`src/rtl/cp0_pkg.sv`:
```
// Shared CP0 definitions: register numbers, Status/Cause bit positions,
// exception codes and the exception-priority helper.
package cp0_pkg;

    // CP0 register numbers served by MTC0/MFC0
    localparam logic [4:0] REG_COUNT   = 5'd9;
    localparam logic [4:0] REG_COMPARE = 5'd11;
    localparam logic [4:0] REG_STATUS  = 5'd12;
    localparam logic [4:0] REG_CAUSE   = 5'd13;
    localparam logic [4:0] REG_EPC     = 5'd14;

    // Status bit positions
    localparam int STATUS_IE    = 0;
    localparam int STATUS_EXL   = 1;
    localparam int STATUS_IM_LO = 8;

    // Cause bit positions
    localparam int CAUSE_EXC_LO = 2;
    localparam int CAUSE_IP_LO  = 8;
    localparam int CAUSE_TI     = 30;

    // Number of hardware interrupt lines in Cause.IP[7:2]
    localparam int HW_IP_BITS = 6;

    typedef enum logic [4:0] {
        EXC_INT = 5'd0,
        EXC_SYS = 5'd8,
        EXC_RI  = 5'd10,
        EXC_OV  = 5'd12
    } exc_code_e;

    // Architecturally visible Status fields
    typedef struct packed {
        logic [7:0] im;
        logic       exl;
        logic       ie;
    } status_t;

    // Priority RI > Ov > Sys > Int; Int is the fallback when no sync flag is set
    function automatic exc_code_e exc_winner(input logic ri, input logic ov, input logic sys);
        exc_code_e code;
        if (ri)       code = EXC_RI;
        else if (ov)  code = EXC_OV;
        else if (sys) code = EXC_SYS;
        else          code = EXC_INT;
        return code;
    endfunction

endpackage

```
`src/rtl/cp0_if.sv`:
```
// Core-to-CP0 bus: instruction qualifiers, MTC0/MFC0 port, exception flags,
// external interrupt lines and the exception outputs toward the PC stage.
interface cp0_if #(
    parameter int EXT_INT_BITS = 6
) ();

    logic [31:0]             pc;
    logic                    IsCOP0;
    logic                    IsEret;
    logic                    mtc0_we;
    logic [4:0]              cp0_addr;
    logic [31:0]             cp0_wdata;
    logic [31:0]             cp0_rdata;
    logic [EXT_INT_BITS-1:0] ext_int;
    logic                    exc_sys;
    logic                    exc_ri;
    logic                    exc_ov;
    logic                    HasExp;
    logic [31:0]             epc;
    logic                    kill;

    // Core side
    modport master (
        output pc, IsCOP0, IsEret, mtc0_we, cp0_addr, cp0_wdata,
        output ext_int, exc_sys, exc_ri, exc_ov,
        input  cp0_rdata, HasExp, epc, kill
    );

    // CP0 side
    modport slave (
        input  pc, IsCOP0, IsEret, mtc0_we, cp0_addr, cp0_wdata,
        input  ext_int, exc_sys, exc_ri, exc_ov,
        output cp0_rdata, HasExp, epc, kill
    );

endinterface

```
`src/rtl/cp0_int_sync.sv`:
```
// Per-line flop chain bringing asynchronous interrupt levels into the clk
// domain; a change on async_i shows on sync_o after STAGES rising edges.
module cp0_int_sync #(
    parameter int WIDTH  = 6,
    parameter int STAGES = 2
) (
    input  logic             clk,
    input  logic             rst,
    input  logic [WIDTH-1:0] async_i,
    output logic [WIDTH-1:0] sync_o
);

    logic [STAGES-1:0][WIDTH-1:0] chain_q;

    // Shift each line one stage per clock; stage 0 samples the raw input
    always_ff @(posedge clk or posedge rst) begin
        if (rst) begin
            // NOTE: every stage is reset so no request captured before reset can surface after it.
            chain_q <= '0;
        end else begin
            chain_q[0] <= async_i;
            for (int s = 1; s < STAGES; s++) begin
                chain_q[s] <= chain_q[s-1];
            end
        end
    end

    assign sync_o = chain_q[STAGES-1];

endmodule

```
`src/rtl/cp0_unit.sv`:
```
// Coprocessor-0 for the single-cycle MIPS core: Status, Cause, EPC, Count,
// Compare and the timer flag. HasExp/kill are combinational from registered
// state and this cycle's exception flags so the PC stage can sample them at
// the falling edge.
module cp0_unit
    import cp0_pkg::*;
#(
    parameter int EXT_INT_BITS = 6,
    parameter int SYNC_STAGES  = 2
) (
    input  logic  clk,
    input  logic  rst,
    cp0_if.slave  bus
);

    // Architectural state
    status_t     status_q, status_d;
    logic [1:0]  ip_sw_q, ip_sw_d;
    exc_code_e   exccode_q, exccode_d;
    logic [31:0] epc_q, epc_d;
    logic [31:0] count_q, count_d;
    logic [31:0] compare_q, compare_d;
    logic        ti_q, ti_d;

    // Interrupt and exception decode
    logic [EXT_INT_BITS-1:0] ext_sync;
    logic [HW_IP_BITS-1:0]   ext_hw;
    logic [7:0]              ip;
    logic                    int_req;
    logic                    sync_exc;
    logic                    has_exp;
    exc_code_e               exc_code;
    logic                    cp0_wr;
    logic                    eret;
    logic [31:0]             status_word;
    logic [31:0]             cause_word;

    cp0_int_sync #(
        .WIDTH  (EXT_INT_BITS),
        .STAGES (SYNC_STAGES)
    ) u_int_sync (
        .clk     (clk),
        .rst     (rst),
        .async_i (bus.ext_int),
        .sync_o  (ext_sync)
    );

    // Widen the synced lines to the six hardware IP bits; unused lines read 0
    always_comb begin
        // NOTE: a default before the partial overwrite keeps every bit assigned on every pass, so no latch.
        ext_hw                   = '0;
        ext_hw[EXT_INT_BITS-1:0] = ext_sync;
    end

    // Pending bits: IP[7] also carries the timer, IP[1:0] are the software bits
    assign ip = {ext_hw[5] | ti_q, ext_hw[4:0], ip_sw_q};

    // Exception request; no dependence on cp0_wdata keeps this path short
    assign int_req  = status_q.ie & ~status_q.exl & (|(ip & status_q.im));
    assign sync_exc = ~status_q.exl & (bus.exc_ri | bus.exc_ov | bus.exc_sys);
    assign has_exp  = sync_exc | int_req;
    assign exc_code = exc_winner(bus.exc_ri, bus.exc_ov, bus.exc_sys);

    // A taken exception discards any same-cycle MTC0 or ERET
    assign cp0_wr = bus.IsCOP0 & bus.mtc0_we & ~has_exp;
    assign eret   = bus.IsCOP0 & bus.IsEret  & ~has_exp;

    assign bus.HasExp = has_exp;
    assign bus.kill   = has_exp;
    assign bus.epc    = epc_q;

    // Register images as seen by MFC0
    always_comb begin
        status_word                           = '0;
        status_word[STATUS_IE]                = status_q.ie;
        status_word[STATUS_EXL]               = status_q.exl;
        status_word[STATUS_IM_LO +: 8]        = status_q.im;
        cause_word                            = '0;
        cause_word[CAUSE_EXC_LO +: 5]         = exccode_q;
        cause_word[CAUSE_IP_LO +: 8]          = ip;
        cause_word[CAUSE_TI]                  = ti_q;
    end

    // MFC0 read mux; unmapped register numbers read 0
    always_comb begin
        case (bus.cp0_addr)
            REG_COUNT:   bus.cp0_rdata = count_q;
            REG_COMPARE: bus.cp0_rdata = compare_q;
            REG_STATUS:  bus.cp0_rdata = status_word;
            REG_CAUSE:   bus.cp0_rdata = cause_word;
            REG_EPC:     bus.cp0_rdata = epc_q;
            default:     bus.cp0_rdata = '0;
        endcase
    end

    // Next-state: exception entry, else MTC0 writes and ERET; Count always advances unless loaded
    always_comb begin
        status_d  = status_q;
        ip_sw_d   = ip_sw_q;
        exccode_d = exccode_q;
        epc_d     = epc_q;
        compare_d = compare_q;
        count_d   = count_q + 32'd1;

        if (has_exp) begin
            epc_d        = bus.pc;
            status_d.exl = 1'b1;
            exccode_d    = exc_code;
        end else begin
            if (cp0_wr) begin
                case (bus.cp0_addr)
                    REG_COUNT:   count_d   = bus.cp0_wdata;
                    REG_COMPARE: compare_d = bus.cp0_wdata;
                    REG_STATUS: begin
                        status_d.ie  = bus.cp0_wdata[STATUS_IE];
                        status_d.exl = bus.cp0_wdata[STATUS_EXL];
                        status_d.im  = bus.cp0_wdata[STATUS_IM_LO +: 8];
                    end
                    REG_CAUSE:   ip_sw_d   = bus.cp0_wdata[CAUSE_IP_LO +: 2];
                    REG_EPC:     epc_d     = bus.cp0_wdata;
                    default:     ;
                endcase
            end
            if (eret) begin
                status_d.exl = 1'b0;
            end
        end

        // Timer match on the post-update Count; a Compare write clears and wins
        if (cp0_wr && (bus.cp0_addr == REG_COMPARE)) begin
            ti_d = 1'b0;
        end else begin
            ti_d = ti_q | (count_d == compare_q);
        end
    end

    // CP0 register bank with asynchronous reset to all zeros
    always_ff @(posedge clk or posedge rst) begin
        if (rst) begin
            status_q  <= '0;
            ip_sw_q   <= '0;
            exccode_q <= EXC_INT;
            epc_q     <= '0;
            count_q   <= '0;
            compare_q <= '0;
            ti_q      <= 1'b0;
        end else begin
            // NOTE: non-blocking so every register updates from pre-edge values, independent of statement order.
            status_q  <= status_d;
            ip_sw_q   <= ip_sw_d;
            exccode_q <= exccode_d;
            epc_q     <= epc_d;
            count_q   <= count_d;
            compare_q <= compare_d;
            ti_q      <= ti_d;
        end
    end

endmodule

```
`src/flat_wrapper.sv`:
```
// flat-port wrapper written by rule: the top's interface ports become plain ports
module cp0_unit_flat import cp0_pkg::*;
#(
    parameter int EXT_INT_BITS = 6,
    parameter int SYNC_STAGES  = 2
)
  (clk, rst, bus_pc, bus_IsCOP0, bus_IsEret, bus_mtc0_we, bus_cp0_addr, bus_cp0_wdata, bus_ext_int, bus_exc_sys, bus_exc_ri, bus_exc_ov, bus_cp0_rdata, bus_HasExp, bus_epc, bus_kill);
  cp0_if #(.EXT_INT_BITS(EXT_INT_BITS)) bus_i ();
  input  logic clk;
  input  logic rst;
  input wire logic [$bits(bus_i.pc)-1:0] bus_pc;
  input wire logic [$bits(bus_i.IsCOP0)-1:0] bus_IsCOP0;
  input wire logic [$bits(bus_i.IsEret)-1:0] bus_IsEret;
  input wire logic [$bits(bus_i.mtc0_we)-1:0] bus_mtc0_we;
  input wire logic [$bits(bus_i.cp0_addr)-1:0] bus_cp0_addr;
  input wire logic [$bits(bus_i.cp0_wdata)-1:0] bus_cp0_wdata;
  input wire logic [$bits(bus_i.ext_int)-1:0] bus_ext_int;
  input wire logic [$bits(bus_i.exc_sys)-1:0] bus_exc_sys;
  input wire logic [$bits(bus_i.exc_ri)-1:0] bus_exc_ri;
  input wire logic [$bits(bus_i.exc_ov)-1:0] bus_exc_ov;
  output wire logic [$bits(bus_i.cp0_rdata)-1:0] bus_cp0_rdata;
  output wire logic [$bits(bus_i.HasExp)-1:0] bus_HasExp;
  output wire logic [$bits(bus_i.epc)-1:0] bus_epc;
  output wire logic [$bits(bus_i.kill)-1:0] bus_kill;
  assign bus_i.pc = bus_pc;
  assign bus_i.IsCOP0 = bus_IsCOP0;
  assign bus_i.IsEret = bus_IsEret;
  assign bus_i.mtc0_we = bus_mtc0_we;
  assign bus_i.cp0_addr = bus_cp0_addr;
  assign bus_i.cp0_wdata = bus_cp0_wdata;
  assign bus_i.ext_int = bus_ext_int;
  assign bus_i.exc_sys = bus_exc_sys;
  assign bus_i.exc_ri = bus_exc_ri;
  assign bus_i.exc_ov = bus_exc_ov;
  assign bus_cp0_rdata = bus_i.cp0_rdata;
  assign bus_HasExp = bus_i.HasExp;
  assign bus_epc = bus_i.epc;
  assign bus_kill = bus_i.kill;
  cp0_unit #(.EXT_INT_BITS(EXT_INT_BITS), .SYNC_STAGES(SYNC_STAGES)) u_core (.clk(clk), .rst(rst), .bus(bus_i));
endmodule
```
`config.mk`:
```
export PLATFORM = sky130hd
export DESIGN_NAME = cp0_unit_flat
export DESIGN_NICKNAME = d
export VERILOG_FILES = /design/src/rtl/cp0_pkg.sv /design/src/rtl/cp0_if.sv /design/src/rtl/cp0_int_sync.sv /design/src/rtl/cp0_unit.sv /design/src/flat_wrapper.sv
export SDC_FILE = /design/constraint.sdc
export NUM_CORES = 1
export LEC_CHECK = 0
export ABC_AREA = 0
export BUFFER_PORTS_ARGS = -buffer_cell sky130_fd_sc_hd__clkbuf_2
export CAP_MARGIN = 20
export CORE_MARGIN = 2
export CORE_UTILIZATION = 60
export DETAILED_ROUTE_END_ITERATION = 16
export GPL_TIMING_DRIVEN = 0
export PLACE_DENSITY = 0.84
export SYNTH_ARGS = -nofsm -noshare
export SYNTH_HDL_FRONTEND = slang
export SYNTH_HIERARCHICAL = 1
export SYNTH_SLANG_ARGS = --single-unit
```
`constraint.sdc`:
```
create_clock -name clk -period 5.7 [get_ports clk]
set_input_delay 1.14 -clock clk [delete_from_list [all_inputs] [get_ports clk]]
set_output_delay 1.14 -clock clk [all_outputs]
set_load 0.01 [all_outputs]
```
==> metrics.txt <==
outcome finished, final reports clean; Root Buffer clkbuf_16; CP required 4.56 ns; RSZ-0062 raised after global routing false; Final Critical Period 5.12 ns; worst path arrival time 3.98 ns; Routed Antenna Nets 0; vias per inst 6.63; post-route DRC violation count 0; Setup Fix Bufs, Post-CTS 0; Final GP Congestion between 1 and 1.5; CTS clk-pin slew, worst paths ~0.06 ns; Worst R2R Path Depth 10; max cap viols 0; final setup fails 0; P_leak around 4.2 nW; total core area 0.0120 mm^2; vias in the first global route 7203; Worst R2R End u_core/ti_q; initial DRC count 887; wirelength, routed roughly 25 mm; Slew @ Worst Pin 0.900 ns; Layout Area Growth over Synthesis 20.9%; hpwl dp 18.1 mm; hold buffer count at cts 0; routed len/inst 22.9 um; Initial Util about three fifths; CP Capture Type primary output; share of cells above drive strength 1 26.7%; CP Launch Type input pin; setup_tns 0 ns; CP max FO 10; r2r setup slk 1.92 ns; Ports 149; initial antenna violation count 1; Fmax 195 MHz; number of distinct library cells after synthesis 72; CTS tree built; full die area about 0.013 mm^2; #FFs+latches synth around 120; timing endpoint of the critical path bus_kill; largest net degree at the start of global routing 61; Clock Latency Late Sink 0.42 ns; relative slew slack about 40%; Final Total Pwr 3.71 mW; Final period util about nine tenths; num rows 40; WHS 0.355 ns; clock sink count approximately 120; PostCTS Resize Cnt 0; Hold WC Path Type register to register; WS Path Type input pin to primary output; Tot GR Track Use around two fifths; Slew Viols, Final 0; FF-to-FF Start u_core/status_q[1]; DR vias between 7000 and 8000; grt ovf 0; Post-synth EDFFs 0; port buffer count 148; Fin. Hold Viols 0; # H-tree levels 4; Post-Syn Nets about 860; Synth Instances 779; asr flop ratio synth 100%; Final nets 1031; first-pass GRT wire length 38.7 mm; sequential cell area fraction in the yosys report 41.9%; Avg Inst Size Synth 9.51 um^2; CP startpoint bus_exc_ov; die width between 100 and 150 um; Diodes inserted 0; Inserted Clock Buffers 17; Die Y 115 um; VDD IR-drop max about 0.00035 V; Cell Area, Synth 0.00741 mm^2; clk_skew 0.00708 ns; ys flop type dfrtp_1; Pwr Density between 400 and 500 mW/mm^2; CTS max path bufs 2; Yosys Warn Count 6; First-pass DRT Iterations 5
[placed cells by master, fill, tap and decap left out, types with 23 or more instances in the layout]
| cell | instances |
|---|---|
| clkbuf_1 | 38 |
| o21ai_0 | 49 |
| a21oi_1 | 56 |
| nor2_1 | 70 |
| clkbuf_2 | 149 |
| nand2_1 | 67 |
| dfrtp_1 | 124 |
| nor4_1 | 23 |
| nand3_1 | 23 |
| mux2_2 | 39 |
| mux2i_1 | 51 |
[area by class of cell]
cell class / instances / area [um^2]
multi-input combinational: 579 / 3960
sequential: 124 / 3100
buffer: 61 / 289
timing repair buffer: 149 / 768
tap: 147 / 184
fill: 896 / 3060
clock inverter: 14 / 161
inverter: 15 / 58.8
clock buffer: 18 / 429
[sequential cells by signal (all words and copies together), names as in the netlist]
signal / count
u_core/bus.epc: 32
u_core/exccode_q: 3
u_core/u_int_sync/chain_q: 6
u_core/compare_q: 32
u_core/u_int_sync/sync_o: 6
u_core/ti_q: 1
u_core/status_q: 10
u_core/count_q: 32
u_core/ip_sw_q: 2
[synth_stat cells (5+ instances only)]
master,instances,area (um^2)
o31ai_1,7,52.6
clkbuf_1,37,139
nor4_1,23,144
a22o_1,13,114
and3_1,6,37.5
buf_4,9,67.6
o21ai_0,49,245
nor2b_1,5,31.3
nand4_1,10,62.6
nor3_1,15,75.1
buf_2,8,40.0
nand2b_1,5,31.3
xnor2_1,19,166
or4_1,6,45.0
nor2_1,70,263
a31oi_1,14,87.6
dfrtp_1,124,3100
mux2_2,39,439
or3_1,6,37.5
nand3_1,23,115
xor2_1,19,166
inv_1,15,56.3
mux2i_1,51,510
a21oi_1,56,280
nand2_1,67,251
[metal layers]
layer	part of all wire (%)	vias to the layer above	track usage, %
met5	0	-	0
met4	5.3	0	22.7
met3	11	117	10.4
met1	38	3532	50.7
met2	45	501	59.9
li1	-	3191	-
[worst max-delay path: stages]
cell	delay, ns
clkbuf_2	0.09
nor3_1	0.52
o21ai_0	0.20
o22ai_1	0.58
clkbuf_1	0.66
buf_1	0.41
inv_1	0.11
buf_4	0.14
clkbuf_2	0.11
[stage by stage]
step	setup WS (ns)	util [%]	area, um^2	std cells
6_report	0.580	74.5	8950	1107
4_1_cts	0.699	74.5	8950	1107
2_1_floorplan	1.60	-	7410	779
3_3_place_gp	0.252	69.4	8330	1074
5_1_grt	0.449	74.5	8950	1107
3_5_place_dp	0.710	69.6	8360	1075
[cell families after synthesis]
family / count (synthesis) / synth area share [%]
AND/OR/NAND/NOR: 261 / 18.0
AO/OA/AOI/OAI: 180 / 15.8
flip-flops: 124 / 41.9
multiplexers: 94 / 13.4
buffers and inverters: 76 / 4.66
XOR/XNOR: 43 / 6.03
adder cells (fa/ha/maj): 1 / 0.169
[report_power, final]
| part | total [mW] | internal (mW) | switching (mW) |
|---|---|---|---|
| Clock | 1.10 | 0.654 | 0.442 |
| Combinational | 1.25 | 0.521 | 0.733 |
| Sequential | 1.36 | 1.13 | 0.236 |
| Total | 3.71 | 2.30 | 1.41 |
[worst min-delay path by stage]
stage	cells past startpoint	from	slack, ns	to
after floorplan	0	u_core/u_int_sync/chain_q[0]	0.33	u_core/u_int_sync/sync_o[0]
after global placement	0	u_core/u_int_sync/chain_q[3]	0.33	u_core/u_int_sync/sync_o[3]
final	0	u_core/u_int_sync/chain_q[1]	0.35	u_core/u_int_sync/sync_o[1]
after global routing	0	u_core/u_int_sync/chain_q[5]	0.36	u_core/u_int_sync/sync_o[5]
after detailed placement	0	u_core/u_int_sync/chain_q[3]	0.34	u_core/u_int_sync/sync_o[3]
after CTS	0	u_core/u_int_sync/chain_q[3]	0.35	u_core/u_int_sync/sync_o[3]
Power figures use the tool's default switching activity.
